===== config.mk =====
export PLATFORM = sky130hd
export DESIGN_NAME = latch_write_scheduler_flat
export DESIGN_NICKNAME = d
export VERILOG_FILES = /design/src/rtl/latch_write_scheduler_if.sv /design/src/rtl/latch_write_scheduler.sv /design/src/flat_wrapper.sv
export SDC_FILE = /design/constraint.sdc
export NUM_CORES = 1
export LEC_CHECK = 0
export BUFFER_PORTS_ARGS = -buffer_cell sky130_fd_sc_hd__buf_2
export CORE_MARGIN = 3
export CORE_UTILIZATION = 30
export DETAILED_ROUTE_END_ITERATION = 8
export PLACE_DENSITY_LB_ADDON = 0.2
export RECOVER_POWER = 25
export SYNTH_ARGS = -nofsm -noshare
export SYNTH_HDL_FRONTEND = slang
export SYNTH_SLANG_ARGS = --single-unit

===== constraint.sdc =====
create_clock -name clock -period 1.8 [get_ports clock]
set_input_delay 0.36 -clock clock [delete_from_list [all_inputs] [get_ports clock]]
set_output_delay 0.36 -clock clock [all_outputs]
set_load 0.05 [all_outputs]

===== src/rtl/latch_write_scheduler_if.sv =====
// Bus between the requesters and the shared-latch write scheduler.
// The master side is the requester logic (drives req/req_data); the slave
// side is the scheduler, which also owns the shared latch enable and data.
interface latch_write_scheduler_if #(
    parameter int NREQ  = 4,
    parameter int WIDTH = 8
);
    logic [NREQ-1:0]       req;
    logic [NREQ*WIDTH-1:0] req_data;
    logic [NREQ-1:0]       grant;
    logic                  done;
    logic                  busy;
    logic                  latch_en;
    logic [WIDTH-1:0]      latch_d;

    modport master (
        output req, req_data,
        input  grant, done, busy, latch_en, latch_d
    );

    modport slave (
        input  req, req_data,
        output grant, done, busy, latch_en, latch_d
    );
endinterface


===== src/rtl/latch_write_scheduler.sv =====
// Round-robin scheduler sharing one transparent-high data latch among NREQ
// requesters. Each write runs SETUP (data stable, latch closed), OPEN
// (latch transparent for OPEN_CYCLES cycles) and HOLD (latch closed, data
// still stable, done pulse), so the latch never sees its data move while
// it is open or on either side of the open window.
module latch_write_scheduler #(
    parameter int NREQ        = 4,
    parameter int WIDTH       = 8,
    parameter int OPEN_CYCLES = 2
) (
    input  logic                  clock,
    input  logic                  reset_n,
    latch_write_scheduler_if.slave bus
);

    localparam int IDX_W = (NREQ > 1) ? $clog2(NREQ) : 1;
    localparam int CNT_W = (OPEN_CYCLES > 1) ? $clog2(OPEN_CYCLES) : 1;

    // A zero-length open window would never make the latch transparent.
    if (OPEN_CYCLES < 1) begin : g_open_cycles_illegal
        $error("latch_write_scheduler: OPEN_CYCLES must be >= 1 (got %0d)", OPEN_CYCLES);
    end

    typedef enum logic [1:0] {
        IDLE  = 2'd0,
        SETUP = 2'd1,
        OPEN  = 2'd2,
        HOLD  = 2'd3
    } state_t;

    // Registered state and outputs
    state_t            state,    state_n;
    logic [NREQ-1:0]   grant_q,  grant_n;
    logic              done_q,   done_n;
    logic              busy_q,   busy_n;
    logic              en_q,     en_n;
    logic [WIDTH-1:0]  ld_q,     ld_n;
    logic [CNT_W-1:0]  cnt_q,    cnt_n;
    logic [IDX_W-1:0]  rr_ptr,   rr_ptr_n;
    logic [IDX_W-1:0]  win_q,    win_n;

    // Arbitration results
    logic              found;
    logic [IDX_W-1:0]  win_idx;
    logic [IDX_W-1:0]  idx;

    // Per-requester view of the packed data bus
    logic [WIDTH-1:0]  req_arr [NREQ];

    for (genvar i = 0; i < NREQ; i++) begin : g_unpack
        assign req_arr[i] = bus.req_data[i*WIDTH +: WIDTH];
    end

    // Round-robin search: first requester at or after rr_ptr, wrapping.
    always_comb begin
        found   = 1'b0;
        win_idx = '0;
        idx     = '0;
        for (int k = 0; k < NREQ; k++) begin
            idx = IDX_W'((32'(rr_ptr) + 32'(k)) % 32'(NREQ));
            if (!found && bus.req[idx]) begin
                found   = 1'b1;
                win_idx = idx;
            end
        end
    end

    // Next-state and next-output logic; outputs are all registered below.
    always_comb begin
        state_n  = state;
        grant_n  = grant_q;
        done_n   = 1'b0;
        busy_n   = busy_q;
        en_n     = 1'b0;
        ld_n     = ld_q;
        cnt_n    = cnt_q;
        rr_ptr_n = rr_ptr;
        win_n    = win_q;

        unique case (state)
            IDLE: begin
                if (found) begin
                    state_n = SETUP;
                    grant_n = NREQ'(1) << win_idx;
                    ld_n    = req_arr[win_idx];
                    busy_n  = 1'b1;
                    win_n   = win_idx;
                end
            end
            SETUP: begin
                state_n = OPEN;
                en_n    = 1'b1;
                cnt_n   = CNT_W'(OPEN_CYCLES - 1);
            end
            OPEN: begin
                if (cnt_q == '0) begin
                    state_n = HOLD;
                    done_n  = 1'b1;
                end else begin
                    cnt_n = cnt_q - 1'b1;
                    en_n  = 1'b1;
                end
            end
            HOLD: begin
                state_n  = IDLE;
                grant_n  = '0;
                busy_n   = 1'b0;
                rr_ptr_n = (win_q == IDX_W'(NREQ - 1)) ? '0 : win_q + 1'b1;
            end
            default: begin
                state_n = IDLE;
            end
        endcase
    end

    // State and output registers; reset aborts any write and closes the latch.
    always_ff @(posedge clock or negedge reset_n) begin
        if (!reset_n) begin
            state   <= IDLE;
            grant_q <= '0;
            done_q  <= 1'b0;
            busy_q  <= 1'b0;
            en_q    <= 1'b0;
            ld_q    <= '0;
            cnt_q   <= '0;
            rr_ptr  <= '0;
            win_q   <= '0;
        end else begin
            state   <= state_n;
            grant_q <= grant_n;
            done_q  <= done_n;
            busy_q  <= busy_n;
            en_q    <= en_n;
            ld_q    <= ld_n;
            cnt_q   <= cnt_n;
            rr_ptr  <= rr_ptr_n;
            win_q   <= win_n;
        end
    end

    assign bus.grant    = grant_q;
    assign bus.done     = done_q;
    assign bus.busy     = busy_q;
    assign bus.latch_en = en_q;
    assign bus.latch_d  = ld_q;

    a_en_only_open: assert property (@(posedge clock) disable iff (!reset_n)
        en_q |-> (state == OPEN));
    a_grant_onehot0: assert property (@(posedge clock) disable iff (!reset_n)
        $onehot0(grant_q));
    a_done_granted: assert property (@(posedge clock) disable iff (!reset_n)
        done_q |-> (grant_q != '0));

endmodule


===== src/flat_wrapper.sv =====
// flat-port wrapper written by rule: the top's interface ports become plain ports
module latch_write_scheduler_flat 
#(
    parameter int NREQ        = 4,
    parameter int WIDTH       = 8,
    parameter int OPEN_CYCLES = 2
)
  (clock, reset_n, bus_req, bus_req_data, bus_grant, bus_done, bus_busy, bus_latch_en, bus_latch_d);
  latch_write_scheduler_if #(.NREQ(NREQ), .WIDTH(WIDTH)) bus_i ();
  input  logic clock;
  input  logic reset_n;
  input wire logic [$bits(bus_i.req)-1:0] bus_req;
  input wire logic [$bits(bus_i.req_data)-1:0] bus_req_data;
  output wire logic [$bits(bus_i.grant)-1:0] bus_grant;
  output wire logic [$bits(bus_i.done)-1:0] bus_done;
  output wire logic [$bits(bus_i.busy)-1:0] bus_busy;
  output wire logic [$bits(bus_i.latch_en)-1:0] bus_latch_en;
  output wire logic [$bits(bus_i.latch_d)-1:0] bus_latch_d;
  assign bus_i.req = bus_req;
  assign bus_i.req_data = bus_req_data;
  assign bus_grant = bus_i.grant;
  assign bus_done = bus_i.done;
  assign bus_busy = bus_i.busy;
  assign bus_latch_en = bus_i.latch_en;
  assign bus_latch_d = bus_i.latch_d;
  latch_write_scheduler #(.NREQ(NREQ), .WIDTH(WIDTH), .OPEN_CYCLES(OPEN_CYCLES)) u_core (.clock(clock), .reset_n(reset_n), .bus(bus_i));
endmodule

==> results_tabular.tex, run 1 <==
\begin{tabular}{lr}
\hline
Metric & Value \\
\hline
\multicolumn{2}{l}{\textbf{Synth}} \\
\quad Total of flip-flops plus latches after synthesis & 22 \\
\quad Post-synth EDFFs & 0 \\
\quad Share of the yosys chip area belonging to registers & 43.7\% \\
\quad Top cells by instance count after synthesis & sky130\_fd\_sc\_hd\_\_dfrtp\_1 (22), sky130\_fd\_sc\_hd\_\_a211oi\_1 (16), sky130\_fd\_sc\_hd\_\_nor2\_1 (12) \\
\quad Largest area contributor in the netlist & sky130\_fd\_sc\_hd\_\_dfrtp\_1 \\
\quad Yosys Warn Count & 0 \\
\quad Post-synthesis cell type count & 30 \\
\quad Library cell with the highest instance count after synthesis & sky130\_fd\_sc\_hd\_\_dfrtp\_1 \\
\quad Gate count after technology mapping & 123 \\
\quad Post-Synthesis Mean Instance Area & 10.2 µm² \\
\quad Predominant post-synthesis flop cell & sky130\_fd\_sc\_hd\_\_dfrtp\_1 \\
\quad Post-synthesis instance area & 1260 µm² \\
\quad Share of the synthesized area in the top cell type & 43.7\% \\
\quad Async set-or-reset flop fraction in the synthesized netlist & 100\% \\
\quad Top cells by area, synth & sky130\_fd\_sc\_hd\_\_dfrtp\_1 (44\%), sky130\_fd\_sc\_hd\_\_a211oi\_1 (9.5\%), sky130\_fd\_sc\_hd\_\_mux2i\_1 (6.4\%), sky130\_fd\_sc\_hd\_\_ha\_1 (6.0\%), sky130\_fd\_sc\_hd\_\_a21boi\_0 (4.8\%) \\
\quad Post-Synthesis Net Count & 167 \\
\multicolumn{2}{l}{\textbf{Route}} \\
\quad Overall via count from detail\_route & 1173 \\
\quad Final wirelength & 3350 µm \\
\quad WL per Instance & 14.6 µm \\
\quad First DRT Iteration DRCs & 34 \\
\quad Post-detailed-route via-to-cell ratio & 5.10 \\
\quad Total iterations of the first detailed-routing run & 4 \\
\quad Post-detailed-route count of antenna-violating nets & 0 \\
\quad Remaining design rule violation count & 0 \\
\multicolumn{2}{l}{\textbf{Die}} \\
\quad Die height & 70.8 µm \\
\quad Overall die area & 5010 µm² \\
\quad Overall die width & 70.8 µm \\
\quad Placement row count & 22 \\
\quad Area of the core & 3850 µm² \\
\quad Starting utilization of the core area & 32.7\% \\
\quad Num ports & 53 \\
\multicolumn{2}{l}{\textbf{Pwr}} \\
\quad Largest vdd supply drop & 0.616 mV \\
\quad Proportion of power drawn by the clock network & 11.4\% \\
\quad Sequential share of power & 28.5\% \\
\quad Switching power & 1530 µW \\
\quad Switching fraction of total power & 49.3\% \\
\quad Pleak & 0.000809 µW \\
\quad Combinational Power Share & 60.2\% \\
\quad Design internal power & 1570 µW \\
\quad Pwr Density & 1810 nW/µm² \\
\multicolumn{2}{l}{\textbf{Timing}} \\
\quad Least-Margin Pin Slew & 1.20 ns \\
\quad Setup repair after global routing missed its margin & no \\
\quad Final max-slew violation count & 0 \\
\quad Total setup violations reported at the end of the flow & 0 \\
\quad Post-route clock period utilization & 93.0\% \\
\quad Post-Route Skew & 0.00838 ns \\
\quad TNS Setup & 0 ns \\
\quad Max-slew headroom & 20.0\% \\
\quad Minimum clock period & 1.67 ns \\
\quad Maximum operating frequency & 598 MHz \\
\quad Fin. Hold Viols & 0 \\
\multicolumn{2}{l}{\textbf{Global route}} \\
\quad Grt total ovfl & 0 \\
\quad Via count of the first global-routing pass & 1163 \\
\quad Pin count of the biggest net entering global routing & 23 \\
\quad Wire length of the first global-routing pass & 5520 µm \\
\quad Global-route total usage across every layer & 13.5\% \\
\quad Antenna violations before repair & 0 \\
\multicolumn{2}{l}{\textbf{Placement}} \\
\quad Count of port buffers added during placement & 52 \\
\quad Detail Placement HPWL & 2610 µm \\
\quad Final RePlAce weighted congestion & 0.840 \\
\quad Placed instance area & 1600 µm² \\
\multicolumn{2}{l}{\textbf{Layout}} \\
\quad Antenna diode count & 0 \\
\quad Final cell area excluding filler cells & 1720 µm² \\
\quad Number of nets in the finished design & 227 \\
\quad Core Util, Final & 44.5\% \\
\quad Syn-to-layout area delta & 36.4\% \\
\quad Share of post-route cells with drive strength above 1 & 42.3\% \\
\multicolumn{2}{l}{\textbf{Clocking}} \\
\quad Worst-path clk slew & 0.08 ns \\
\quad CTS-repair resized insts & 0 \\
\quad TritonCTS clock tree & done \\
\quad CTS Hold Bufs & 0 \\
\quad Source-to-sink clock delay at the later pin of the worst-skew pair & 0.26 ns \\
\quad Clock Sink Count & 22 \\
\quad Clock root cell & sky130\_fd\_sc\_hd\_\_clkbuf\_8 \\
\quad Maximum buffer depth of the clock tree & 2 \\
\quad Number of buffers inserted during clock tree synthesis & 3 \\
\quad Postcts setup bufs & 0 \\
\quad H-tree levels & 1 \\
\multicolumn{2}{l}{\textbf{Worst setup path}} \\
\quad FF-to-FF setup slack & 0.13 ns \\
\quad R2r worst-path depth & 5 \\
\quad Startpoint of the lowest-slack register-to-register path & u\_core.rr\_ptr[1] \\
\quad Worst reg2reg endpoint & u\_core.bus.latch\_d[4] \\
\quad CP peak stage delay & 0.46 ns \\
\quad WP data arrival & 1.81 ns \\
\quad Family of cells with the greatest summed delay on the critical path & compound AO/OA/AOI/OAI gates \\
\quad Critical Path Start Type & flip-flop \\
\quad Maximum fanout along the worst path & 10 \\
\quad Max stage delay cell, worst path & sky130\_fd\_sc\_hd\_\_dfrtp\_1 \\
\quad Worst setup EP type & flip-flop \\
\quad Cell repeated most along the worst path & sky130\_fd\_sc\_hd\_\_a211oi\_1 \\
\quad Number of buffers and inverters on the critical path & 0 \\
\quad WS Path Type & flip-flop to flip-flop \\
\quad WP data required & 1.93 ns \\
\quad Cell-by-cell trace of the critical path & nand2\_1 -> a311oi\_4 -> o21ai\_4 -> a211oi\_1 -> a211oi\_1 \\
\multicolumn{2}{l}{\textbf{Outcome}} \\
\quad Result of the run & finished clean \\
\multicolumn{2}{l}{\textbf{Job}} \\
\quad Max-cap violations & 0 \\
\multicolumn{2}{l}{\textbf{Min path}} \\
\quad Hold Crit Class & input pin to async pin \\
\hline
\end{tabular}
kinds of logic (layout without fill, tap and decap cells):
| kind of cell | after synthesis | after routing | synth area share [%] |
|---|---|---|---|
| buffers and inverters | 10 | 69 | 4.27 |
| multiplexers | 11 | 11 | 9.05 |
| flip-flops | 22 | 22 | 43.7 |
| adder cells (fa/ha/maj) | 6 | 6 | 5.96 |
| AND/OR/NAND/NOR | 29 | 29 | 11.0 |
| AO/OA/AOI/OAI | 45 | 45 | 25.9 |
how the worst max path moves through the flow:
stage / from / end / cells past startpoint
3_5_place_dp: bus_req[2] / u_core.bus.latch_d[4] / 6
5_1_grt: u_core.rr_ptr[0] / u_core.bus.latch_d[0] / 6
4_1_cts: u_core.state[0] / u_core.bus.latch_d[4] / 7
3_3_place_gp: u_core.state[0] / u_core.bus.grant[3] / 7
6_report: u_core.rr_ptr[1] / u_core.bus.latch_d[4] / 5
2_1_floorplan: u_core.state[0] / u_core.bus.latch_d[7] / 7
cell type report:
class                           instances  area (µm²)
Fill cell                             396        2140
Sequential cell                        22         551
Inverter                                5        18.8
Clock buffer                            4        55.1
Tap cell                               48        60.1
Multi-Input combinational cell         91         713
Timing Repair Buffer                   60         319
layer usage:
metal / GRT usage, % / vias up / wire [µm]
li1: - / 572 / -
met5: 0 / - / 0
met2: 22.7 / 43 / 1600
met3: 3.41 / 4 / 298
met1: 17.2 / 554 / 1430
met4: 3.76 / 0 / 26
metrics by stage:
step                std cells  total power [µW]  hold WS [ns]  setup slack [ns]
global route              230              3340         0.443            0.0190
CTS                       230              3040        0.0776            0.0514
floorplan                 123              2220        0.0644             0.250
finish                    230              3100         0.318             0.127
global placement          226              2640         0.362             0.110
detailed placement        226              2680         0.363            0.0572
sequential cells by signal (all words and copies together), names as in the netlist:
signal	cells
u_core.win_q	2
u_core.rr_ptr	2
u_core.cnt_q	1
u_core.bus.latch_d	8
u_core.bus.latch_en	1
u_core.bus.grant	4
u_core.bus.busy	1
u_core.bus.done	1
u_core.state	2
power groups by stage:
stage | Sequential (µW) | Clock (µW) | Combinational, µW
CTS | 884 | 358 | 1800
global placement | 884 | 0 | 1750
finish | 883 | 353 | 1870
detailed placement | 893 | 0 | 1790
floorplan | 1370 | 0 | 844
global route | 913 | 388 | 2040
placed cells by master, fill, tap and decap left out, drive strengths merged, types with 2 or more instances in the layout:
cell	count
buf	59
dfrtp	22
a211oi	16
nor2	12
nand2	9
a21boi	9
mux2i	8
o21ai	7
ha	6
inv	5
clkbuf	5
a21oi	4
nor2b	3
mux2	3
a22oi	2
a2bb2oi	2
nor4	2
and2	2
Power figures use the tool's default switching activity.
==> inputs of run 2 (changes only) <==
--- a/config.mk
+++ b/config.mk
@@ -6,6 +6,7 @@
 export NUM_CORES = 1
 export LEC_CHECK = 0
 export BUFFER_PORTS_ARGS = -buffer_cell sky130_fd_sc_hd__buf_2
+export CORE_ASPECT_RATIO = 0.6
 export CORE_MARGIN = 3
 export CORE_UTILIZATION = 30
 export DETAILED_ROUTE_END_ITERATION = 8
==> run 2 against run 1 <==
Net effect:
- clock skew down 0.0068 ns
- routed wire length grew 2.1%
- combinational power up 6%
- largest cell class unchanged
- total power grew 6.6%
- fmax shrank 1.6%
- design area grew 3.8%
- cell count is 7.4% higher
==> results_tabular.tex, run 2 (synthesis gave the netlist of run 1 again) <==
\begin{tabular}{lr}
\hline
Metric & Value \\
\hline
\multicolumn{2}{l}{\textbf{Layout}} \\
\quad Number of nets in the finished design & 235 (+3.5\%) \\
\quad Number of filler cells placed in the layout & 382 (-3.5\%) \\
\quad Commonest non-fill, non-tap cell in the layout & sky130\_fd\_sc\_hd\_\_buf\_2 \\
\quad Syn-to-layout area delta & 41.6\% \\
\quad Share of post-route cells with drive strength above 1 & 43.2\% (+0.85 points) \\
\quad Storage cell area & 551 µm² (unchanged) \\
\quad Flip-flop count of the largest register after layout & 8 (unchanged) \\
\quad Area taken by multi-input logic gates & 691 µm² (-3.2\%) \\
\quad Most used cells in the layout excluding fill and tap cells & sky130\_fd\_sc\_hd\_\_buf\_2 (51), sky130\_fd\_sc\_hd\_\_dfrtp\_1 (22), sky130\_fd\_sc\_hd\_\_buf\_4 (16) \\
\quad Antenna diode count & 0 (unchanged) \\
\multicolumn{2}{l}{\textbf{Pwr}} \\
\quad Pwr Density & 1860 nW/µm² (+2.7\%) \\
\quad Largest vdd supply drop & 0.769 mV (+25\%) \\
\quad Total power & 3310 µW (+6.6\%) \\
\quad Pleak & 0.000852 µW (+5.2\%) \\
\multicolumn{2}{l}{\textbf{Route}} \\
\quad WL per Instance & 13.9 µm (-4.9\%) \\
\quad Remaining design rule violation count & 0 (unchanged) \\
\quad Overall via count from detail\_route & 1175 (+0.17\%) \\
\quad Total iterations of the first detailed-routing run & 4 (unchanged) \\
\quad Post-detailed-route count of antenna-violating nets & 0 (unchanged) \\
\quad Post-detailed-route via-to-cell ratio & 4.76 (-6.7\%) \\
\quad First DRT Iteration DRCs & 52 (+53\%) \\
\quad Final wirelength & 3430 µm (+2.1\%) \\
\multicolumn{2}{l}{\textbf{Global route}} \\
\quad Grt total ovfl & 0 (unchanged) \\
\quad Pin count of the biggest net entering global routing & 23 (unchanged) \\
\quad Global-route total usage across every layer & 13.9\% (+0.40 points) \\
\quad Via count of the first global-routing pass & 1154 (-0.77\%) \\
\quad Wire length of the first global-routing pass & 5530 µm (+0.11\%) \\
\quad Antenna violations before repair & 0 (unchanged) \\
\multicolumn{2}{l}{\textbf{Worst setup path}} \\
\quad Critical Path Start Type & flip-flop \\
\quad Maximum fanout along the worst path & 11 (+1) \\
\quad FF-to-FF setup slack & 0.1 ns (-0.03 ns) \\
\quad R2r worst-path depth & 7 (+2) \\
\quad WP data required & 1.95 ns (+0.02 ns) \\
\quad WP data arrival & 1.85 ns (+0.04 ns) \\
\quad Worst setup EP type & flip-flop \\
\quad Worst reg2reg endpoint & u\_core.win\_q[0] \\
\quad Startpoint of the lowest-slack register-to-register path & u\_core.state[0] \\
\quad WS Path Type & flip-flop to flip-flop \\
\multicolumn{2}{l}{\textbf{Timing}} \\
\quad Max-slew headroom & 17.5\% (-2.5 points) \\
\quad Fin. Hold Viols & 0 (unchanged) \\
\quad Minimum clock period & 1.70 ns (+0.0275 ns) \\
\quad Min Hold Slack & 0.336 ns (+0.0182 ns) \\
\quad Final max-slew violation count & 0 (unchanged) \\
\quad Least-Margin Pin Slew & 1.24 ns (+0.0375 ns) \\
\quad Post-Route Skew & 0.00157 ns (-0.00681 ns) \\
\quad Post-route clock period utilization & 94.5\% (+1.5 points) \\
\quad Total setup violations reported at the end of the flow & 0 (unchanged) \\
\quad Maximum operating frequency & 588 MHz (-1.6\%) \\
\multicolumn{2}{l}{\textbf{Job}} \\
\quad Max-cap violations & 0 (unchanged) \\
\multicolumn{2}{l}{\textbf{Min path}} \\
\quad Hold Crit Class & input pin to async pin \\
\multicolumn{2}{l}{\textbf{Die}} \\
\quad Area of the core & 3850 µm² (about the same) \\
\quad Overall die width & 89.6 µm (+27\%) \\
\quad Placement row count & 17 (-23\%) \\
\quad Starting utilization of the core area & 32.7\% (about the same) \\
\quad Overall die area & 5030 µm² (+0.51\%) \\
\quad Die height & 56.2 µm (-21\%) \\
\quad Num ports & 53 (unchanged) \\
\multicolumn{2}{l}{\textbf{Clocking}} \\
\quad Maximum buffer depth of the clock tree & 2 (unchanged) \\
\quad Source-to-sink clock delay at the later pin of the worst-skew pair & 0.26 ns (about the same) \\
\quad H-tree levels & 1 (unchanged) \\
\quad Number of buffers inserted during clock tree synthesis & 3 (unchanged) \\
\quad Worst-path clk slew & 0.08 ns (about the same) \\
\quad Clock Sink Count & 22 (unchanged) \\
\quad TritonCTS clock tree & done \\
\quad Clock root cell & sky130\_fd\_sc\_hd\_\_clkbuf\_8 \\
\multicolumn{2}{l}{\textbf{Placement}} \\
\quad Detail Placement HPWL & 2710 µm (+3.8\%) \\
\quad Final RePlAce weighted congestion & 0.839 (-0.13\%) \\
\quad Count of port buffers added during placement & 52 (unchanged) \\
\multicolumn{2}{l}{\textbf{Outcome}} \\
\quad Result of the run & finished clean \\
\hline
\end{tabular}
## run 2: cell count changes in the layout (fill, tap and decap cells not counted), sizes merged
cell / previous run / this run
bufinv: 0 / 1
clkbuf: 5 / 4
buf: 59 / 67
## run 2: what timing repair did
item                       in CTS  in global routing
setup endpoints to repair      11                 10
hold buffers                    0                  0
pin swaps                       0                  1
setup buffers                   0                  3
gates resized for setup         2                  3
## run 2: where the power goes
part           internal, µW  leakage (µW)  switching (µW)
Sequential              726      0.000263             136
Clock                   297     0.0000357             165
Combinational           718      0.000553            1260
## run 2: routing by layer
layer | wire length [µm] | part of all wire, % | global-route usage [%]
met2 | 1510 | 44 | 20.5
met3 | 225 | 6.6 | 5.47
met4 | 4 | 0.12 | 1.70
met1 | 1690 | 49 | 19.6
met5 | 0 | 0 | 0
## run 2: worst max path at each step
stage / startpoint / end / slack [ns] / cells after the start
after floorplan: u_core.state[0] / u_core.bus.latch_d[7] / 0.25 / 7
after global placement: bus_req[1] / u_core.bus.grant[3] / -0.19 / 6
after detailed placement: bus_req[1] / u_core.bus.grant[3] / -0.24 / 6
after CTS: u_core.state[1] / u_core.bus.latch_d[4] / 0.05 / 8
after global routing: u_core.rr_ptr[0] / u_core.bus.latch_d[4] / -0.009 / 5
final: u_core.state[0] / u_core.win_q[0] / 0.1 / 7
## run 2: worst max-delay path: stages, from the launching register on
cell and delay (ns):
sky130_fd_sc_hd__dfrtp_1 0.38, sky130_fd_sc_hd__inv_1 0.08, sky130_fd_sc_hd__ha_1 0.16, sky130_fd_sc_hd__inv_1 0.08, sky130_fd_sc_hd__buf_4 0.16, sky130_fd_sc_hd__nor2_2 0.17
sky130_fd_sc_hd__buf_4 0.22, sky130_fd_sc_hd__mux2_2 0.34
## run 2: per-stage QoR
stage          setup TNS, ns  setup slack (ns)  cell area (µm²)  util, %  std cells
3_3_place_gp           -1.62            -0.193             1660     43.1        240
4_1_cts                    0            0.0535             1750     45.3        244
3_5_place_dp           -1.76            -0.238             1660     43.1        240
2_1_floorplan              0             0.250             1260        -        123
5_1_grt              -0.0152          -0.00861             1780     46.3        247
6_report                   0            0.0993             1780     46.3        247
## run 2: cell type report
type	instances	area share, %
multi-input combinational	91	38.8
sequential	22	30.9
clock buffer	3	2.32
timing repair buffer	68	21.3
inverter	5	1.05
tap	57	4.00
clock inverter	1	1.69
